`src/rtl/mc_ctrl.sv`:
```
// mc_ctrl: multi-cycle MIPS control FSM (FETCH/DECODE/EXEC/MEM/WB) with MEM_LAT-cycle waits and hold.
// Optional macro MC_CTRL_PERF_EN adds free-running cycle and retired-instruction counters.
module mc_ctrl #(
  parameter int MEM_LAT = 1,
  localparam int CNT_W = $clog2(MEM_LAT + 1)
) (
  input  logic        clk,
  input  logic        reset,
  input  logic [5:0]  op,
  input  logic [5:0]  func,
  input  logic        zero,
  input  logic        hold,
  output logic        PCWrite,
  output logic        IRWrite,
  output logic        RegWrite,
  output logic        MemWrite,
  output logic [1:0]  RegDst,
  output logic        ALUSrc,
  output logic [1:0]  MemtoReg,
  output logic [1:0]  ALUctr,
  output logic [1:0]  ExtOp,
  output logic [1:0]  NPCOp,
  output logic [2:0]  state,
  output logic        instr_done,
  output logic        illegal,
  output logic [31:0] cyc_cnt,
  output logic [31:0] ins_cnt
);

  typedef enum logic [2:0] {
    S_FETCH  = 3'd0,
    S_DECODE = 3'd1,
    S_EXEC   = 3'd2,
    S_MEM    = 3'd3,
    S_WB     = 3'd4
  } state_t;

  localparam logic [5:0] OP_RTYPE = 6'b000000;
  localparam logic [5:0] OP_ORI   = 6'b001101;
  localparam logic [5:0] OP_LW    = 6'b100011;
  localparam logic [5:0] OP_SW    = 6'b101011;
  localparam logic [5:0] OP_BEQ   = 6'b000100;
  localparam logic [5:0] OP_LUI   = 6'b001111;
  localparam logic [5:0] OP_J     = 6'b000010;
  localparam logic [5:0] OP_JAL   = 6'b000011;
  localparam logic [5:0] FN_ADDU  = 6'b100001;
  localparam logic [5:0] FN_SUBU  = 6'b100011;
  localparam logic [5:0] FN_JR    = 6'b001000;

  state_t           r_state;
  logic [CNT_W-1:0] r_cnt;
  logic [5:0]       r_op;
  logic [5:0]       r_func;

  logic w_last, w_en;
  logic w_is_r, w_is_jr, w_is_jmp, w_legal;
  logic w_l_lw, w_l_sw, w_l_beq, w_l_mem;
  logic w_pcw, w_irw, w_rw, w_mw, w_done, w_ill;
  logic [1:0] w_regdst, w_memtoreg, w_aluctr, w_extop, w_npcop;
  logic w_alusrc;

  assign w_last = (r_cnt == CNT_W'(MEM_LAT - 1));
  // Strobes are suppressed both while held and while reset is asserted.
  assign w_en   = reset & ~hold;

  // DECODE classifies the freshly loaded instruction straight from the IR.
  assign w_is_r   = (op == OP_RTYPE) && ((func == FN_ADDU) || (func == FN_SUBU));
  assign w_is_jr  = (op == OP_RTYPE) && (func == FN_JR);
  assign w_is_jmp = (op == OP_J) || (op == OP_JAL);
  assign w_legal  = w_is_r || w_is_jr || w_is_jmp || (op == OP_ORI) || (op == OP_LW) ||
                    (op == OP_SW) || (op == OP_BEQ) || (op == OP_LUI);

  assign w_l_lw  = (r_op == OP_LW);
  assign w_l_sw  = (r_op == OP_SW);
  assign w_l_beq = (r_op == OP_BEQ);
  assign w_l_mem = w_l_lw || w_l_sw;

  always_ff @(posedge clk or negedge reset) begin
    if (!reset) begin
      r_state <= S_FETCH;
      r_cnt   <= '0;
      r_op    <= '0;
      r_func  <= '0;
    end else if (!hold) begin
      case (r_state)
        S_FETCH: begin
          if (w_last) begin
            r_cnt   <= '0;
            r_state <= S_DECODE;
          end else begin
            r_cnt <= r_cnt + 1'b1;
          end
        end
        S_DECODE: begin
          r_op    <= op;
          r_func  <= func;
          r_state <= (w_is_jmp || w_is_jr || !w_legal) ? S_FETCH : S_EXEC;
        end
        S_EXEC: begin
          if (w_l_beq)      r_state <= S_FETCH;
          else if (w_l_mem) r_state <= S_MEM;
          else              r_state <= S_WB;
        end
        S_MEM: begin
          if (w_last) begin
            r_cnt   <= '0;
            r_state <= w_l_lw ? S_WB : S_FETCH;
          end else begin
            r_cnt <= r_cnt + 1'b1;
          end
        end
        default: r_state <= S_FETCH;
      endcase
    end
  end

  always_comb begin
    w_pcw      = 1'b0;
    w_irw      = 1'b0;
    w_rw       = 1'b0;
    w_mw       = 1'b0;
    w_done     = 1'b0;
    w_ill      = 1'b0;
    w_regdst   = 2'b00;
    w_memtoreg = 2'b00;
    w_alusrc   = 1'b0;
    w_aluctr   = 2'b00;
    w_extop    = 2'b00;
    w_npcop    = 2'b00;
    // ALU/EXT controls stay valid from EXEC through MEM and WB so the address/result is stable.
    if (r_state == S_EXEC || r_state == S_MEM || r_state == S_WB) begin
      case (r_op)
        OP_RTYPE: w_aluctr = (r_func == FN_SUBU) ? 2'b01 : 2'b00;
        OP_ORI: begin
          w_alusrc = 1'b1;
          w_aluctr = 2'b10;
        end
        OP_LUI: begin
          w_alusrc = 1'b1;
          w_aluctr = 2'b10;
          w_extop  = 2'b10;
        end
        OP_LW, OP_SW: begin
          w_alusrc = 1'b1;
          w_extop  = 2'b01;
        end
        OP_BEQ: begin
          w_aluctr = 2'b01;
          w_extop  = 2'b01;
        end
        default: ;
      endcase
    end
    case (r_state)
      S_FETCH: begin
        w_irw = w_last;
        w_pcw = w_last;
      end
      S_DECODE: begin
        if (w_is_jmp) begin
          w_pcw   = 1'b1;
          w_npcop = 2'b10;
          w_done  = 1'b1;
          if (op == OP_JAL) begin
            w_rw       = 1'b1;
            w_regdst   = 2'b10;
            w_memtoreg = 2'b10;
          end
        end else if (w_is_jr) begin
          w_pcw   = 1'b1;
          w_npcop = 2'b11;
          w_done  = 1'b1;
        end else if (!w_legal) begin
          w_ill  = 1'b1;
          w_done = 1'b1;
        end
      end
      S_EXEC: begin
        if (w_l_beq) begin
          w_npcop = 2'b01;
          w_pcw   = zero;
          w_done  = 1'b1;
        end
      end
      S_MEM: begin
        w_mw   = w_l_sw && w_last;
        w_done = w_l_sw && w_last;
      end
      S_WB: begin
        w_rw       = 1'b1;
        w_done     = 1'b1;
        w_regdst   = (r_op == OP_RTYPE) ? 2'b01 : 2'b00;
        w_memtoreg = w_l_lw ? 2'b01 : 2'b00;
      end
      default: ;
    endcase
  end

  assign PCWrite    = w_pcw  & w_en;
  assign IRWrite    = w_irw  & w_en;
  assign RegWrite   = w_rw   & w_en;
  assign MemWrite   = w_mw   & w_en;
  assign instr_done = w_done & w_en;
  assign illegal    = w_ill  & w_en;
  assign RegDst     = w_regdst;
  assign ALUSrc     = w_alusrc;
  assign MemtoReg   = w_memtoreg;
  assign ALUctr     = w_aluctr;
  assign ExtOp      = w_extop;
  assign NPCOp      = w_npcop;
  assign state      = r_state;

`ifdef MC_CTRL_PERF_EN
  logic [31:0] r_cyc_cnt;
  logic [31:0] r_ins_cnt;

  always_ff @(posedge clk or negedge reset) begin
    if (!reset) begin
      r_cyc_cnt <= '0;
      r_ins_cnt <= '0;
    end else if (!hold) begin
      r_cyc_cnt <= r_cyc_cnt + 32'd1;
      if (w_done) r_ins_cnt <= r_ins_cnt + 32'd1;
    end
  end

  assign cyc_cnt = r_cyc_cnt;
  assign ins_cnt = r_ins_cnt;
`else
  assign cyc_cnt = '0;
  assign ins_cnt = '0;
`endif

endmodule

```
`config.mk`:
```
export PLATFORM = sky130hd
export DESIGN_NAME = mc_ctrl
export DESIGN_NICKNAME = d
export VERILOG_FILES = /design/src/rtl/mc_ctrl.sv
export SDC_FILE = /design/constraint.sdc
export NUM_CORES = 1
export LEC_CHECK = 0
export CORE_ASPECT_RATIO = 0.8
export CORE_MARGIN = 8
export CORE_UTILIZATION = 25
export DETAILED_ROUTE_END_ITERATION = 8
export PLACE_DENSITY = 0.66
export SYNTH_ARGS = -nofsm -noshare
export SYNTH_HDL_FRONTEND = slang
export SYNTH_SLANG_ARGS = --single-unit
```
`constraint.sdc`:
```
create_clock -name clk -period 2.43 [get_ports clk]
set_clock_uncertainty 0.1 [all_clocks]
set_input_delay 0.486 -clock clk [delete_from_list [all_inputs] [get_ports clk]]
set_output_delay 0.486 -clock clk [all_outputs]
set_load 0.02 [all_outputs]
```
==> results.json, run 1 <==
{
  "worstHoldEndpoint": "r_func[4]",
  "synthArstFlopShare_pct": 100.0,
  "cts_hold_repair.buffers": 0,
  "synth_cell_types": 40,
  "seq_area_frac_synth_pct": 25.15,
  "maxCapViolCount": 0,
  "final_cells": 318,
  "fin_util_pct": 33.58,
  "synth_edf_count": 0,
  "crit_buf_inv": 1,
  "holdPathStages": 2,
  "antenna_found_initial": 0,
  "rsz0062_at_grt": "yes",
  "slowest_delay_ns": 0.56,
  "drc_errors": 0,
  "busiest_layer": "met2",
  "hold_violations": 0,
  "track_usage_pct": 9.051,
  "io-pin-count": 100,
  "cp.required_ns": 1.84,
  "drtIter0Drc": 44,
  "post_drt_wl_per_cell_um": 13.34,
  "synth_cells": 172,
  "gr-usage-met1_pct": 10.31,
  "io_buffers": 35,
  "min-delay-start": "func[4]",
  "crit_fanout": 2,
  "synthFlopType": "dfrtp_1",
  "ant_nets": 0,
  "h-tree-depth": 1,
  "final_nets": 254,
  "setup_slack_ns": -0.06413,
  "dr.pass1.iters": 4,
  "via_count": 1255,
  "worstSetupStartpointType": "flip-flop",
  "grt_pass1_wl_mm": 6.389,
  "grt.overflow.total": 0,
  "r2r-end": "r_func[1]",
  "avgSynthCellArea_um2": 8.678,
  "die-area_um2": 8715,
  "cts_sinks": 15,
  "viasPerCell": 3.947,
  "layout-area-overhead-vs-synth_pct": 31.60,
  "outcome": "finished, violations left",
  "grt_use_met2_pct": 15.97,
  "worstReg2RegStart": "state[2]",
  "cts.clk_slew.worst_paths_ns": 0.07,
  "ff2ff_setup_slack_ns": 0.63,
  "cpLargestDelayFamily": "simple AND/OR/NAND/NOR gates",
  "grt_max_degree": 15,
  "die_width_um": 102.4,
  "num_antenna_cells": 0,
  "ir_drop_uv": 286.9,
  "r2r_cells": 5,
  "num_rows": 25,
  "crit_type": "reg -> out",
  "synth_area_leaders": "buf_4 (33%), dfrtp_1 (25%), mux2_2 (8.3%)",
  "cts_tree": "yes",
  "path_common_cell": "a31oi_1",
  "drt-total-wl_mm": 4.241,
  "drive_above_1_share_pct": 37.97,
  "grt_pass1_vias": 1259,
  "placed_cells": 312,
  "dp.final_hpwl_mm": 3.552,
  "clockBufferDepth": 2,
  "fin_crit_sh_pct": 102.6,
  "final_cell_mix": "conb_1 (64), buf_4 (37), dfrtp_1 (15)",
  "powerDensity_nw_per_um2": 561.3,
  "power.total_w": 0.001103,
  "final_common_cell": "conb_1",
  "initial_core_util_pct": 25.52,
  "post-route-min-period_ns": 2.494,
  "timing.fmax_mhz": 400.9,
  "syn_area_um2": 1493,
  "clock_latency_ns": 0.26,
  "cp.arrival_ns": 1.91,
  "fp.dieH_um": 85.12,
  "cts_buffers": 3,
  "setup_violations": 3,
  "p_leak_nw": 0.9516,
  "synth-warning-count": 0,
  "crit_chain": "or4b_4 > nor3_2 > a31oi_1 > nand2b_1 > a31oi_1 > buf_4",
  "gp_congestion": 0.8140,
  "crit_slowest_cell": "or4b_4",
  "slew_violations": 0,
  "cp-end-kind": "primary output",
  "yosysTopAreaCell": "buf_4",
  "violations": "setup timing",
  "hold_path.class": "in -> reg",
  "core_um2": 5849,
  "grt_use_met3_pct": 3.025,
  "synth-seq-cells": 15,
  "synthDominantCellAreaShare_pct": 33.19,
  "cts-root-buf": "clkbuf_8"
}
[metrics by stage]
stage                     area (um2)  setup TNS [ns]  setup WS (ns)  hold slack, ns
after detailed placement        1903          -6.976        -0.8867          0.3918
after global routing            1964         -0.4039        -0.1301          0.3520
after CTS                       1961         -0.1293       -0.05622          0.3530
after floorplan                 1732               0       0.001820         0.09041
final                           1964        -0.08267       -0.06413          0.3567
after global placement          1903          -6.821        -0.8756          0.3819
[timing repair]
action / in CTS / in global routing
setup buffers: 1 / 1
endpoints found under the setup margin: 17 / 14
resized for setup: 101 / 17
pin swaps: 14 / 4
endpoints found under the hold margin: 0 / 0
[report_power, final]
part | leakage [nW] | internal [W] | switching (W)
Sequential | 0.181 | 0.000323 | 0.0000472
Clock | 0.0217 | 0.000116 | 0.000103
Combinational | 0.749 | 0.000224 | 0.000290
Total | 0.952 | 0.000663 | 0.000440
[logic make-up (layout without fill, tap and decap cells)]
family / Yosys count / in the layout / share of synthesized area [%]
compound gates: 17 / 17 / 6.958
simple gates: 55 / 55 / 24.23
mux: 11 / 11 / 8.298
other cells: 1 / 64 / 0.2512
flops: 15 / 15 / 25.15
buf+inv: 73 / 75 / 35.12
[routing by layer]
layer	wire length, um	part of all wire, %	vias up
li1	-	-	593
met1	1731	41	597
met2	2070	49	60
met3	426	10	5
met4	13	0.31	0
met5	0	0	-
[final cells by class]
type | count | area (um2)
Clock buffer | 3 | 41.29
Multi-Input combinational cell | 147 | 895.9
Inverter | 3 | 11.26
Fill cell | 611 | 3885
Clock inverter | 1 | 7.507
Sequential cell | 15 | 375.4
Tap cell | 81 | 101.3
Timing Repair Buffer | 68 | 531.8
[cell usage after synthesis, drive strengths merged (2+ instances only)]
library cell,count
nand4,3
nand4b,2
and2,3
nor3,9
nor4,3
a31oi,4
mux2,11
inv,3
o21ai,4
clkbuf,2
nand3b,3
nand2,5
nor2b,3
a21oi,4
dfrtp,15
nor2,8
or4,2
and2b,2
buf,68
nand2b,4
[worst max path at each step]
stage | from | slack [ns] | depth (start not counted) | endpoint
final | r_op[0] | -0.06 | 6 | instr_done
after global routing | r_op[0] | -0.13 | 6 | instr_done
after CTS | r_op[1] | -0.06 | 6 | PCWrite
after detailed placement | op[0] | -0.89 | 6 | NPCOp[0]
after global placement | op[0] | -0.88 | 6 | NPCOp[0]
after floorplan | op[0] | 0.002 | 5 | PCWrite
[flip-flops by register name, indices dropped and copies added, names as in the netlist]
register,cells
r_func,6
r_op,6
state,3
No activity file was read; power rests on OpenSTA's default activity.
==> run 2: changes to the inputs <==
CAP_MARGIN = 20   (was default)
==> results of run 2 <==
No change in the layout: final DEF, timing and power equal those of run 1.
